File: src/rtl/midi_note_disp_if.sv
// Byte handshake between the MIDI UART receiver (master) and the note display parser (slave).
interface midi_note_disp_if;
  logic [7:0] byte_in;
  logic       byte_valid_in;
  logic       byte_ready_out;

  modport master (output byte_in, output byte_valid_in, input byte_ready_out);
  modport slave  (input byte_in, input byte_valid_in, output byte_ready_out);
endinterface

File: src/rtl/midi_note_disp.sv
// MIDI Note On/Off parser driving four hex digits (note, velocity) with per-digit strobes.
// Define MIDI_DISP_OMNI_EN to display Note messages from all 16 channels.
//
// state | meaning
// IDLE  | waiting for status byte or running-status data byte
// DATA1 | status seen, expecting first data byte (note)
// DATA2 | expecting second data byte (velocity)
// PUB   | one-cycle publish, input stalled
module midi_note_disp #(
  parameter logic [3:0] LISTEN_CH    = 4'h0,
  parameter bit         BLANK_ON_OFF = 1'b1
) (
  input  logic              clk,
  input  logic              reset,
  midi_note_disp_if.slave   bus,
  output logic [15:0]       digits_out,
  output logic [3:0]        digit_valid_out,
  output logic              note_active_out
);

  typedef enum logic [1:0] {S_IDLE, S_DATA1, S_DATA2, S_PUB} state_t;
  typedef enum logic [2:0] {RS_NONE, RS_NOTE_ON, RS_NOTE_OFF, RS_SKIP1, RS_SKIP2} rs_t;

  state_t      state_q, state_d;
  rs_t         rs_q, rs_d;
  logic [6:0]  note_q, note_d;
  logic [6:0]  vel_q, vel_d;
  logic [15:0] digits_q, digits_d;
  logic [3:0]  valid_q, valid_d;
  logic        active_q, active_d;

  logic       ready;
  logic       xfer;
  logic [7:0] b;
  logic       ch_match;

  assign ready              = (state_q != S_PUB);
  assign bus.byte_ready_out = ready;
  assign xfer               = bus.byte_valid_in && ready;
  assign b                  = bus.byte_in;

`ifdef MIDI_DISP_OMNI_EN
  assign ch_match = 1'b1;
`else
  assign ch_match = (b[3:0] == LISTEN_CH);
`endif

  always_ff @(posedge clk) begin
    if (!reset) begin
      state_q  <= S_IDLE;
      rs_q     <= RS_NONE;
      note_q   <= '0;
      vel_q    <= '0;
      digits_q <= '0;
      valid_q  <= '0;
      active_q <= 1'b0;
    end else begin
      state_q  <= state_d;
      rs_q     <= rs_d;
      note_q   <= note_d;
      vel_q    <= vel_d;
      digits_q <= digits_d;
      valid_q  <= valid_d;
      active_q <= active_d;
    end
  end

  always_comb begin
    state_d  = state_q;
    rs_d     = rs_q;
    note_d   = note_q;
    vel_d    = vel_q;
    digits_d = digits_q;
    valid_d  = 4'b0000;
    active_d = active_q;

    if (state_q == S_PUB) begin
      state_d = S_IDLE;
      if (rs_q == RS_NOTE_ON && vel_q != 7'd0) begin
        digits_d = {1'b0, note_q, 1'b0, vel_q};
        valid_d  = 4'b1111;
        active_d = 1'b1;
      end else if (BLANK_ON_OFF && note_q == digits_q[14:8]) begin
        digits_d[7:0] = 8'h00;
        valid_d       = 4'b0011;
        active_d      = 1'b0;
      end
    end else if (xfer) begin
      if (!b[7]) begin
        if (state_q == S_DATA2) begin
          if (rs_q == RS_NOTE_ON || rs_q == RS_NOTE_OFF) begin
            vel_d   = b[6:0];
            state_d = S_PUB;
          end else begin
            state_d = S_IDLE;
          end
        end else if (state_q == S_DATA1 || rs_q != RS_NONE) begin
          // IDLE with live running status: byte is the first data byte of a new message
          if (rs_q == RS_SKIP1) begin
            state_d = S_IDLE;
          end else begin
            note_d  = b[6:0];
            state_d = S_DATA2;
          end
        end
      end else if (b[7:3] != 5'b11111) begin
        if (b[7:4] == 4'hF) begin
          rs_d    = RS_NONE;
          state_d = S_IDLE;
        end else begin
          state_d = S_DATA1;
          case (b[7:4])
            4'h9:       rs_d = ch_match ? RS_NOTE_ON  : RS_SKIP2;
            4'h8:       rs_d = ch_match ? RS_NOTE_OFF : RS_SKIP2;
            4'hC, 4'hD: rs_d = RS_SKIP1;
            default:    rs_d = RS_SKIP2;
          endcase
        end
      end
    end
  end

  assign digits_out      = digits_q;
  assign digit_valid_out = valid_q;
  assign note_active_out = active_q;

endmodule
File: src/flat_wrapper.sv
// flat-port wrapper written by rule: the top's interface ports become plain ports
module midi_note_disp_flat 
#(
  parameter logic [3:0] LISTEN_CH    = 4'h0,
  parameter bit         BLANK_ON_OFF = 1'b1
)
  (clk, reset, digits_out, digit_valid_out, note_active_out, bus_byte_in, bus_byte_valid_in, bus_byte_ready_out);
  midi_note_disp_if bus_i ();
  input  logic clk;
  input  logic reset;
  output logic [15:0] digits_out;
  output logic [3:0] digit_valid_out;
  output logic note_active_out;
  input wire logic [$bits(bus_i.byte_in)-1:0] bus_byte_in;
  input wire logic [$bits(bus_i.byte_valid_in)-1:0] bus_byte_valid_in;
  output wire logic [$bits(bus_i.byte_ready_out)-1:0] bus_byte_ready_out;
  assign bus_i.byte_in = bus_byte_in;
  assign bus_i.byte_valid_in = bus_byte_valid_in;
  assign bus_byte_ready_out = bus_i.byte_ready_out;
  midi_note_disp #(.LISTEN_CH(LISTEN_CH), .BLANK_ON_OFF(BLANK_ON_OFF)) u_core (.clk(clk), .reset(reset), .bus(bus_i), .digits_out(digits_out), .digit_valid_out(digit_valid_out), .note_active_out(note_active_out));
endmodule
File: config.mk
export PLATFORM = sky130hd
export DESIGN_NAME = midi_note_disp_flat
export DESIGN_NICKNAME = d
export VERILOG_FILES = /design/src/rtl/midi_note_disp_if.sv /design/src/rtl/midi_note_disp.sv /design/src/flat_wrapper.sv
export SDC_FILE = /design/constraint.sdc
export NUM_CORES = 1
export LEC_CHECK = 0
export ABC_AREA = 1
export BUFFER_PORTS_ARGS = -buffer_cell sky130_fd_sc_hd__buf_2
export CAP_MARGIN = 20
export CORE_UTILIZATION = 42
export DETAILED_ROUTE_END_ITERATION = 8
export GPL_ROUTABILITY_DRIVEN = 0
export PLACE_DENSITY = 0.64
export SYNTH_ARGS = -nofsm -noshare
export SYNTH_HDL_FRONTEND = slang
export SYNTH_SLANG_ARGS = --single-unit
File: constraint.sdc
create_clock -name clk -period 1.3 [get_ports clk]
set_input_delay 0.13 -clock clk [delete_from_list [all_inputs] [get_ports clk]]
set_output_delay 0.13 -clock clk [all_outputs]
set_load 0.05 [all_outputs]
# ---- Word level (Yosys, flattened, before mapping)
# Cells that the tools add are included.
dict set report op_classes {
  bitwise_logic 5
  n_reduce_logical 18
  eq_ne 15
  n_mux 17
}
# operator n
set ops {}
lappend ops {{$eq 4x4->1 const B} 5}
lappend ops {{$mux 8} 2}
lappend ops {{$mux 2} 7}
lappend ops {{$mux 3} 3}
lappend ops {{$pmux 3 s3} 1}
lappend ops {{$eq 7x7->1} 1}
lappend ops {{$reduce_bool 7->1} 1}
lappend ops {{$eq 3x2->1 const B} 2}
lappend ops {{$reduce_and 2->1} 3}
lappend ops {{$reduce_and 6->1} 1}
lappend ops {{$reduce_bool 3->1} 2}
lappend ops {{$ne 5x5->1 const B} 1}
lappend ops {{$not 1->1} 5}
lappend ops {{$reduce_and 5->1} 1}
lappend ops {{$eq 2x2->1 const B} 2}
lappend ops {{$logic_not 4->1} 1}
lappend ops {{$mux 4} 1}
lappend ops {{$reduce_and 4->1} 1}
lappend ops {{$reduce_or 2->1} 2}
lappend ops {{$eq 3x1->1 const B} 1}
lappend ops {{$mux 1} 3}
lappend ops {{$reduce_and 3->1} 1}
lappend ops {{$eq 2x1->1 const B} 1}
lappend ops {{$logic_and 1x1->1} 2}
lappend ops {{4 further kinds} 5}
dict set report word_totals {
  wordCells 63
  regBits 39
}

# ---- Depth between registers and ports, before layout
# Gate-level depths: netlist of run 1.
dict set report depth {
  depth_word 5
  mapped_depth 9
  depth_no_buf 9
}

# ---- Worst setup path after synthesis of run 1
# OpenSTA, ideal clock, no wires.
dict set report synth_timing {
  path_kind {register to register}
  start {register u_core.digits_q[9] (netlist: u_core.digits_out[9])}
  end {register u_core.active_q (netlist: u_core.note_active_out)}
  required_time_ns 1.184
  stages_incl_launch_ff 10
  setup_ns 0.116
  arrival_time_ns 1.258
  slack_ns -0.074
  synth_period_minus_slack_ns 1.374
  cell_sequence {dfxtp_1 -> inv_1 -> nand2_1 -> nand2_1 -> inv_1 -> nand2_1 -> nor2_1 -> nand2_1 -> nand3_1 -> nand2_1}
}
dict set report synth_between {
  elab_chain_cells 3
}
# item line
set synth_lines {}
lappend synth_lines {{from (decl)} midi_note_disp.sv:28} ;# logic [15:0] digits_q, digits_d;
lappend synth_lines {{from (signal assigned)} midi_note_disp.sv:62} ;# digits_q <= digits_d;
lappend synth_lines {{$eq 7x7->1} midi_note_disp.sv:83} ;# end else if (BLANK_ON_OFF && note_q == digits_q[14:8]) begin
lappend synth_lines {{$reduce_bool 2->1 (no source line)} -}
lappend synth_lines {{$reduce_and 2->1 (no source line)} -}
lappend synth_lines {{to (signal assigned)} midi_note_disp.sv:64} ;# active_q <= active_d;
lappend synth_lines {{to (decl)} midi_note_disp.sv:30} ;# logic active_q, active_d;
# No other way between the ends.
# A chain may end at the register's enable or synchronous reset.

# ---- Final worst setup path of run 1
dict set report layout_timing {
  start {register u_core.rs_q[0]}
  end {register u_core.note_q[5]}
}
dict set report layout_between {
  elab_chain_cells 3
  word_cells_on_any_way 5
  cone_classes {eq/ne (1); bitwise (1); reduce/logical (3)}
}
# item line
set layout_lines {}
lappend layout_lines {{from (decl)} midi_note_disp.sv:25} ;# rs_t rs_q, rs_d;
lappend layout_lines {{from (signal assigned)} midi_note_disp.sv:59} ;# rs_q <= rs_d;
lappend layout_lines {{$eq 3x2->1 or $reduce_bool 3->1 (tied branches)} {midi_note_disp.sv:99, midi_note_disp.sv:97}}
lappend layout_lines {{$not 1->1 (no source line) or $logic_or 1x1->1 (tied branches)} -}
lappend layout_lines {{$reduce_and 6->1 (no source line) *} -}
lappend layout_lines {{to (signal assigned)} midi_note_disp.sv:60} ;# note_q <= note_d;
lappend layout_lines {{to (decl)} midi_note_disp.sv:26} ;# logic [6:0] note_q, note_d;
# Every way passes the cells marked *; elsewhere a longest branch is shown, timed or not.

==> results of run 1 <==
-- final cells by class --
type	count	area, um^2	share of cell area
Clock buffer	5	68.8	0.0306
Inverter	37	141	0.0629
Clock inverter	3	42.5	0.0189
Sequential cell	36	738	0.328
Timing Repair Buffer	48	287	0.127
Tap cell	50	62.6	0.0278
Multi-Input combinational cell	193	908	0.404
-- kinds of logic (layout without fill, tap and decap cells) --
| kind of cell | Yosys count | count (layout) | synth area share |
|---|---|---|---|
| other | 1 | 2 | 0.00213 |
| AOI/OAI and AO/OA | 31 | 31 | 0.0883 |
| buffers and inverters | 46 | 93 | 0.117 |
| DFF | 36 | 36 | 0.410 |
| and+or+nand+nor | 158 | 160 | 0.382 |
-- state kept, by name (all words and copies together) (netlist names) --
register / count
u_core.digit_valid_out: 2
u_core.digits_out: 14
u_core.note_active_out: 1
u_core.note_q: 7
u_core.rs_q: 3
u_core.state_q: 2
u_core.vel_q: 7
-- worst register-to-register path, cell delays in order (launching register included) --
cell	delay (ps)
dfxtp_2	340
buf_4	140
nor2_1	140
nand3_2	140
nand2_4	130
nor2_4	60
o21ai_0	170
nor2_1	50
-- power breakdown --
part	internal (W)	switching, W
sequential	0.00113	0.0000329
clock	0.000567	0.000408
combinational	0.000110	0.000210
total	0.00181	0.000650
-- synth_stat cells, drive strengths merged --
master,n,area [um^2]
dfxtp,36,721
nor3,7,35.0
buf,8,62.6
clkbuf,1,3.75
inv,37,139
conb,1,3.75
o21ai,18,90.1
nand4,1,6.26
nor2,48,203
a21oi,13,65.1
nand2,78,303
nand3,24,125
-- stage by stage --
step	setup TNS (ps)	hold slack, ps	util	worst slack, ps	total power, W
global placement	-39.2	429	0.503	-11.9	0.00146
global route	-240	141	0.562	-34.4	0.00258
floorplan	0	272	-	19.1	0.00138
CTS	0	123	0.532	3.45	0.00245
detailed placement	-41.3	432	0.503	-27.6	0.00146
finish	0	137	0.562	17.4	0.00246
-- routing by layer --
layer  vias to the layer above  global-route usage  wire [um]
met4                         0              0.0718         34
li1                        936                   -          -
met1                       746               0.243       1950
met2                        44               0.324       2030
met5                         -                   0          0
met3                         4              0.0514        167
-- path summary, 6_finish.rpt --
| check | slack (ps) | from | endpoint |
|---|---|---|---|
| worst max-delay path | 20 | u_core.rs_q[0] | u_core.note_q[5] |
| worst min-delay path | 140 | bus_byte_in[0] | u_core.note_q[0] |
| worst max register to register | 20 | u_core.rs_q[0] | u_core.note_q[5] |
| worst min register to register | 470 | u_core.vel_q[0] | u_core.digits_out[0] |
-- repair_timing --
item                                    4_1_cts  5_1_grt
hold endpoints to repair                      0        0
cloned                                        0        2
buffers inserted                              0        6
hold buffers                                  0        0
resized for setup                             3       26
pin swaps                                     0       10
endpoints found under the setup margin       13       31
==> qor.yml, run 1 <==
detailed_routing:
  drc: 0
  drtPass1Iterations: 4
  wire_per_inst_um: 11.3
  wl_um: 4190
  vias: 1730
  ant_nets: 0
  vias_per_cell: 4.65
  drt_iter0_markers: 87
setup_path:
  crit_chain: "buf_4 -> nor2_1 -> nand3_2 -> nand2_4 -> nor2_4 -> o21ai_0 -> nor2_1"
  slowest_delay_ps: 340
  arrival_ps: 1470
  path_common_cell: "nor2_1"
  critical_path_class: "flop to flop"
  cp.required_ps: 1480
  critPathTopFamily: "simple AND/OR/NAND/NOR gates"
  end_kind: "flop"
  cpMaxStageDelayCell: "dfxtp_2"
  cp_num_cells: 7
  worstSetupStartpointType: "flop"
  cp_max_fo: 7
  rr_worst_depth: 7
  path_buf_inv: 1
grt:
  grt.total_usage: 0.196
  grt_pass1_vias: 1470
  grt_pass1_wl_um: 6410
  grt_max_degree: 23
  grt_overflow: 0
  antenna_found_initial: 0
timing:
  fin_crit_ps: 1280
  max_freq_ghz: 0.780
  fin_crit_sh: 0.987
  hold_viol: 0
  fin_worst_skew_ps: 5.36
  slew_violations: 0
  setup-violations-final: 0
synth:
  synthCells: 272
  ys_types: 18
  syn_area_per_cell_um2: 6.46
  seq_area_frac_synth: 0.410
  synth-seq-cells: 36
  yosysWarningCount: 0
  synth_area_um2: 1760
power_and_ir_drop:
  p_leak_nw: 1.12
  ir_drop_uv: 450
  power_per_cell_area_nw_per_um2: 1090
clock_tree:
  insertion_delay_ps: 290
  clockBufferDepth: 2
  clock_sinks: 36
  numCtsBuffers: 5
  htreeDepth: 2
  cts_root_buffer: "clkbuf_8"
  cts.clk_slew.worst_paths_ps: 70
  cts_tree: "yes"
floorplanning:
  die_h_um: 66.7
  start_util: 0.439
  rows: 23
  die_area_um2: 4440
  io_pins: 33
  die_w_um: 66.7
  coreArea_um2: 4000
min_path:
  worstHoldPathType: "input port to flop"
  whs_path_depth: 3
cells_and_area:
  drive_gt1_frac: 0.286
  most-common-layout-cells: "nand2_1, nor2_1, inv_1, buf_2, dfxtp_1"
  diodes: 0
  fillCellCount: 432
  syn_to_final_growth_pct: 28.0
  final_common_cell: "nand2_1"
  final_cells: 372
  stdcell_area_um2: 2250
  nets: 332
outcome:
  status: "complete, no violations"
place:
  postPlaceCellArea_um2: 2010
  dp_hpwl_um: 3000
  dp.cells: 356
  port_buffers: 30
job:
  maxCapViolations: 0
(Power assumes the default switching activity.)
==> run 2, diff against run 1 <==
Settings changed: PLACE_DENSITY 0.64 to 0.66.
==> run 2 against run 1 <==
- worst setup slack improved by 45 ps
- worst hold slack got worse by 8.2 ps
- routed wire length fell by 1.5%
- critical path depth did not move
- sequential power barely moved
- clock skew rose by 0.52 ps
- critical path type unchanged
==> qor.yml, run 2 (synthesized netlist as in run 1, its figures left out) <==
floorplanning:
  die_area_um2: 4440  # unchanged
  start_util: 0.439  # unchanged
  die_h_um: 66.7  # unchanged
  die_w_um: 66.7  # unchanged
  io_pins: 33  # unchanged
  coreArea_um2: 4000  # unchanged
  rows: 23  # unchanged
timing:
  fin_crit_sh: 0.952  # -0.0349
  setup-violations-final: 0  # unchanged
  slew_violations: 0  # unchanged
  rsz0062_at_grt: "true"
  fin_crit_ps: 1240  # -45.4 ps
  fin_worst_skew_ps: 5.88  # +0.519 ps
  hold_viol: 0  # unchanged
  max_freq_ghz: 0.808  # +3.7%
setup_path:
  r2r_slack_ps: 60  # +50 ps
  arrival_ps: 1430  # -40 ps
  rr_worst_depth: 7  # unchanged
  cpMaxStageDelayCell: "dfxtp_2"
  crit_chain: "buf_4 -> nor2_1 -> nand3_2 -> nand2_4 -> nor2_4 -> o21ai_0 -> nor2_1"
  rr_endpoint: "u_core.note_q[4]"
  cp_max_fo: 8  # +1
  worstSetupStartpointType: "flop"
  path_common_cell: "nor2_1"
  cp.required_ps: 1490  # about the same
  end_kind: "flop"
  critical_path_class: "flop to flop"
  r2r_start: "u_core.rs_q[0]"
  slowest_delay_ps: 340  # about the same
cells_and_area:
  multi_input_area_um2: 892  # -1.8%
  stdcell_area_um2: 2180  # -3.2%
  syn_to_final_growth_pct: 23.9
  diodes: 0  # unchanged
  most-common-layout-cells: "nand2_1, nor2_1, inv_1, buf_2, dfxtp_1"
  nets: 326  # -1.8%
  fillCellCount: 414  # -4.2%
  drive_gt1_frac: 0.259  # -0.0262
  seqCellArea_um2: 734  # -0.51%
  largest_register_ff_count: 14  # unchanged
  final_common_cell: "nand2_1"
  final_cells: 366  # -1.6%
clock_tree:
  htreeDepth: 2  # unchanged
  clockBufferDepth: 2  # unchanged
  cts.clk_slew.worst_paths_ps: 70  # about the same
  holdBufCountCts: 0  # unchanged
  insertion_delay_ps: 300  # about the same
  cts_tree: "yes"
  numCtsBuffers: 5  # unchanged
  clock_sinks: 36  # unchanged
  cts_root_buffer: "clkbuf_8"
power_and_ir_drop:
  p_leak_nw: 1.07  # -4.6%
  ir_drop_uv: 439  # -2.6%
  power_per_cell_area_nw_per_um2: 1130  # +3.7%
grt:
  grt_max_degree: 23  # unchanged
  grt_pass1_vias: 1471  # +0.068%
  antenna_found_initial: 0  # unchanged
  grt_overflow: 0  # unchanged
  grt.total_usage: 0.201  # +0.00474
  grt_pass1_wl_um: 6680  # +4.2%
min_path:
  hold_path_end: "u_core.note_q[1]"
  whs_path_depth: 3  # unchanged
  worstHoldPathType: "input port to flop"
  holdCritStartpoint: "bus_byte_in[1]"
detailed_routing:
  vias: 1739  # +0.52%
  vias_per_cell: 4.75  # +2.2%
  wire_per_inst_um: 11.3  # about the same
  wl_um: 4120  # -1.5%
  drc: 0  # unchanged
  drtPass1Iterations: 6  # +2
  drt_iter0_markers: 129  # +48%
  ant_nets: 0  # unchanged
place:
  postPlaceCellArea_um2: 2000  # -0.75%
  dp_hpwl_um: 2870  # -4.5%
  dp.cells: 354  # -0.56%
  port_buffers: 30  # unchanged
outcome:
  status: "complete, no violations"
job:
  maxCapViolations: 0  # unchanged
## run 2: layout make-up
type,instances,share of cell area
multi-input combinational,194,0.410
clock buffer,5,0.0316
sequential,36,0.338
inverter,37,0.0638
clock inverter,3,0.0196
timing repair buffer,41,0.109
tap,50,0.0288
## run 2: power by group
part / total (W) / switching, W / internal [W]
clock network: 0.000994 / 0.000427 / 0.000567
registers: 0.00116 / 0.0000309 / 0.00113
logic: 0.000310 / 0.000208 / 0.000102
## run 2: how the worst max path moves through the flow
stage / slack [ps] / start / endpoint
2_1_floorplan: 20 / u_core.state_q[0] / u_core.digits_out[13]
3_3_place_gp: -10 / u_core.state_q[1] / u_core.vel_q[4]
3_5_place_dp: -20 / u_core.state_q[1] / u_core.vel_q[6]
4_1_cts: 10 / u_core.state_q[1] / u_core.state_q[0]
5_1_grt: -30 / u_core.rs_q[1] / u_core.digits_out[3]
6_report: 60 / u_core.rs_q[0] / u_core.note_q[4]
## run 2: repair_timing
action	4_1_cts	5_1_grt
gates resized for setup	2	21
setup endpoints to repair	11	32
cloned	0	3
pin swaps	0	3
buffers inserted	0	1
## run 2: routing by layer
| layer | track usage | wire length, um | up-vias |
|---|---|---|---|
| li1 | - | - | 928 |
| met1 | 0.275 | 2010 | 768 |
| met2 | 0.303 | 1860 | 34 |
| met3 | 0.0462 | 159 | 9 |
| met4 | 0.0798 | 90 | 0 |
| met5 | 0 | 0 | - |
## run 2: stage by stage
| stage | hold WS [ps] | power, W | setup WS [ps] | TNS, ps | utilization |
|---|---|---|---|---|---|
| floorplan | 272 | 0.00138 | 19.1 | 0 | - |
| global placement | 431 | 0.00146 | -10.9 | -20.7 | 0.499 |
| detailed placement | 436 | 0.00146 | -19.4 | -39.7 | 0.499 |
| CTS | 127 | 0.00246 | 11.7 | 0 | 0.528 |
| global route | 143 | 0.00256 | -30.8 | -161 | 0.544 |
| finish | 129 | 0.00247 | 62.8 | 0 | 0.544 |
## run 2: critical path: cells and delay by family, from the launching register on
family / cells / cell delay (ps)
flops: 1 / 340
compound gates: 1 / 160
buf+inv: 1 / 130
simple gates: 5 / 490
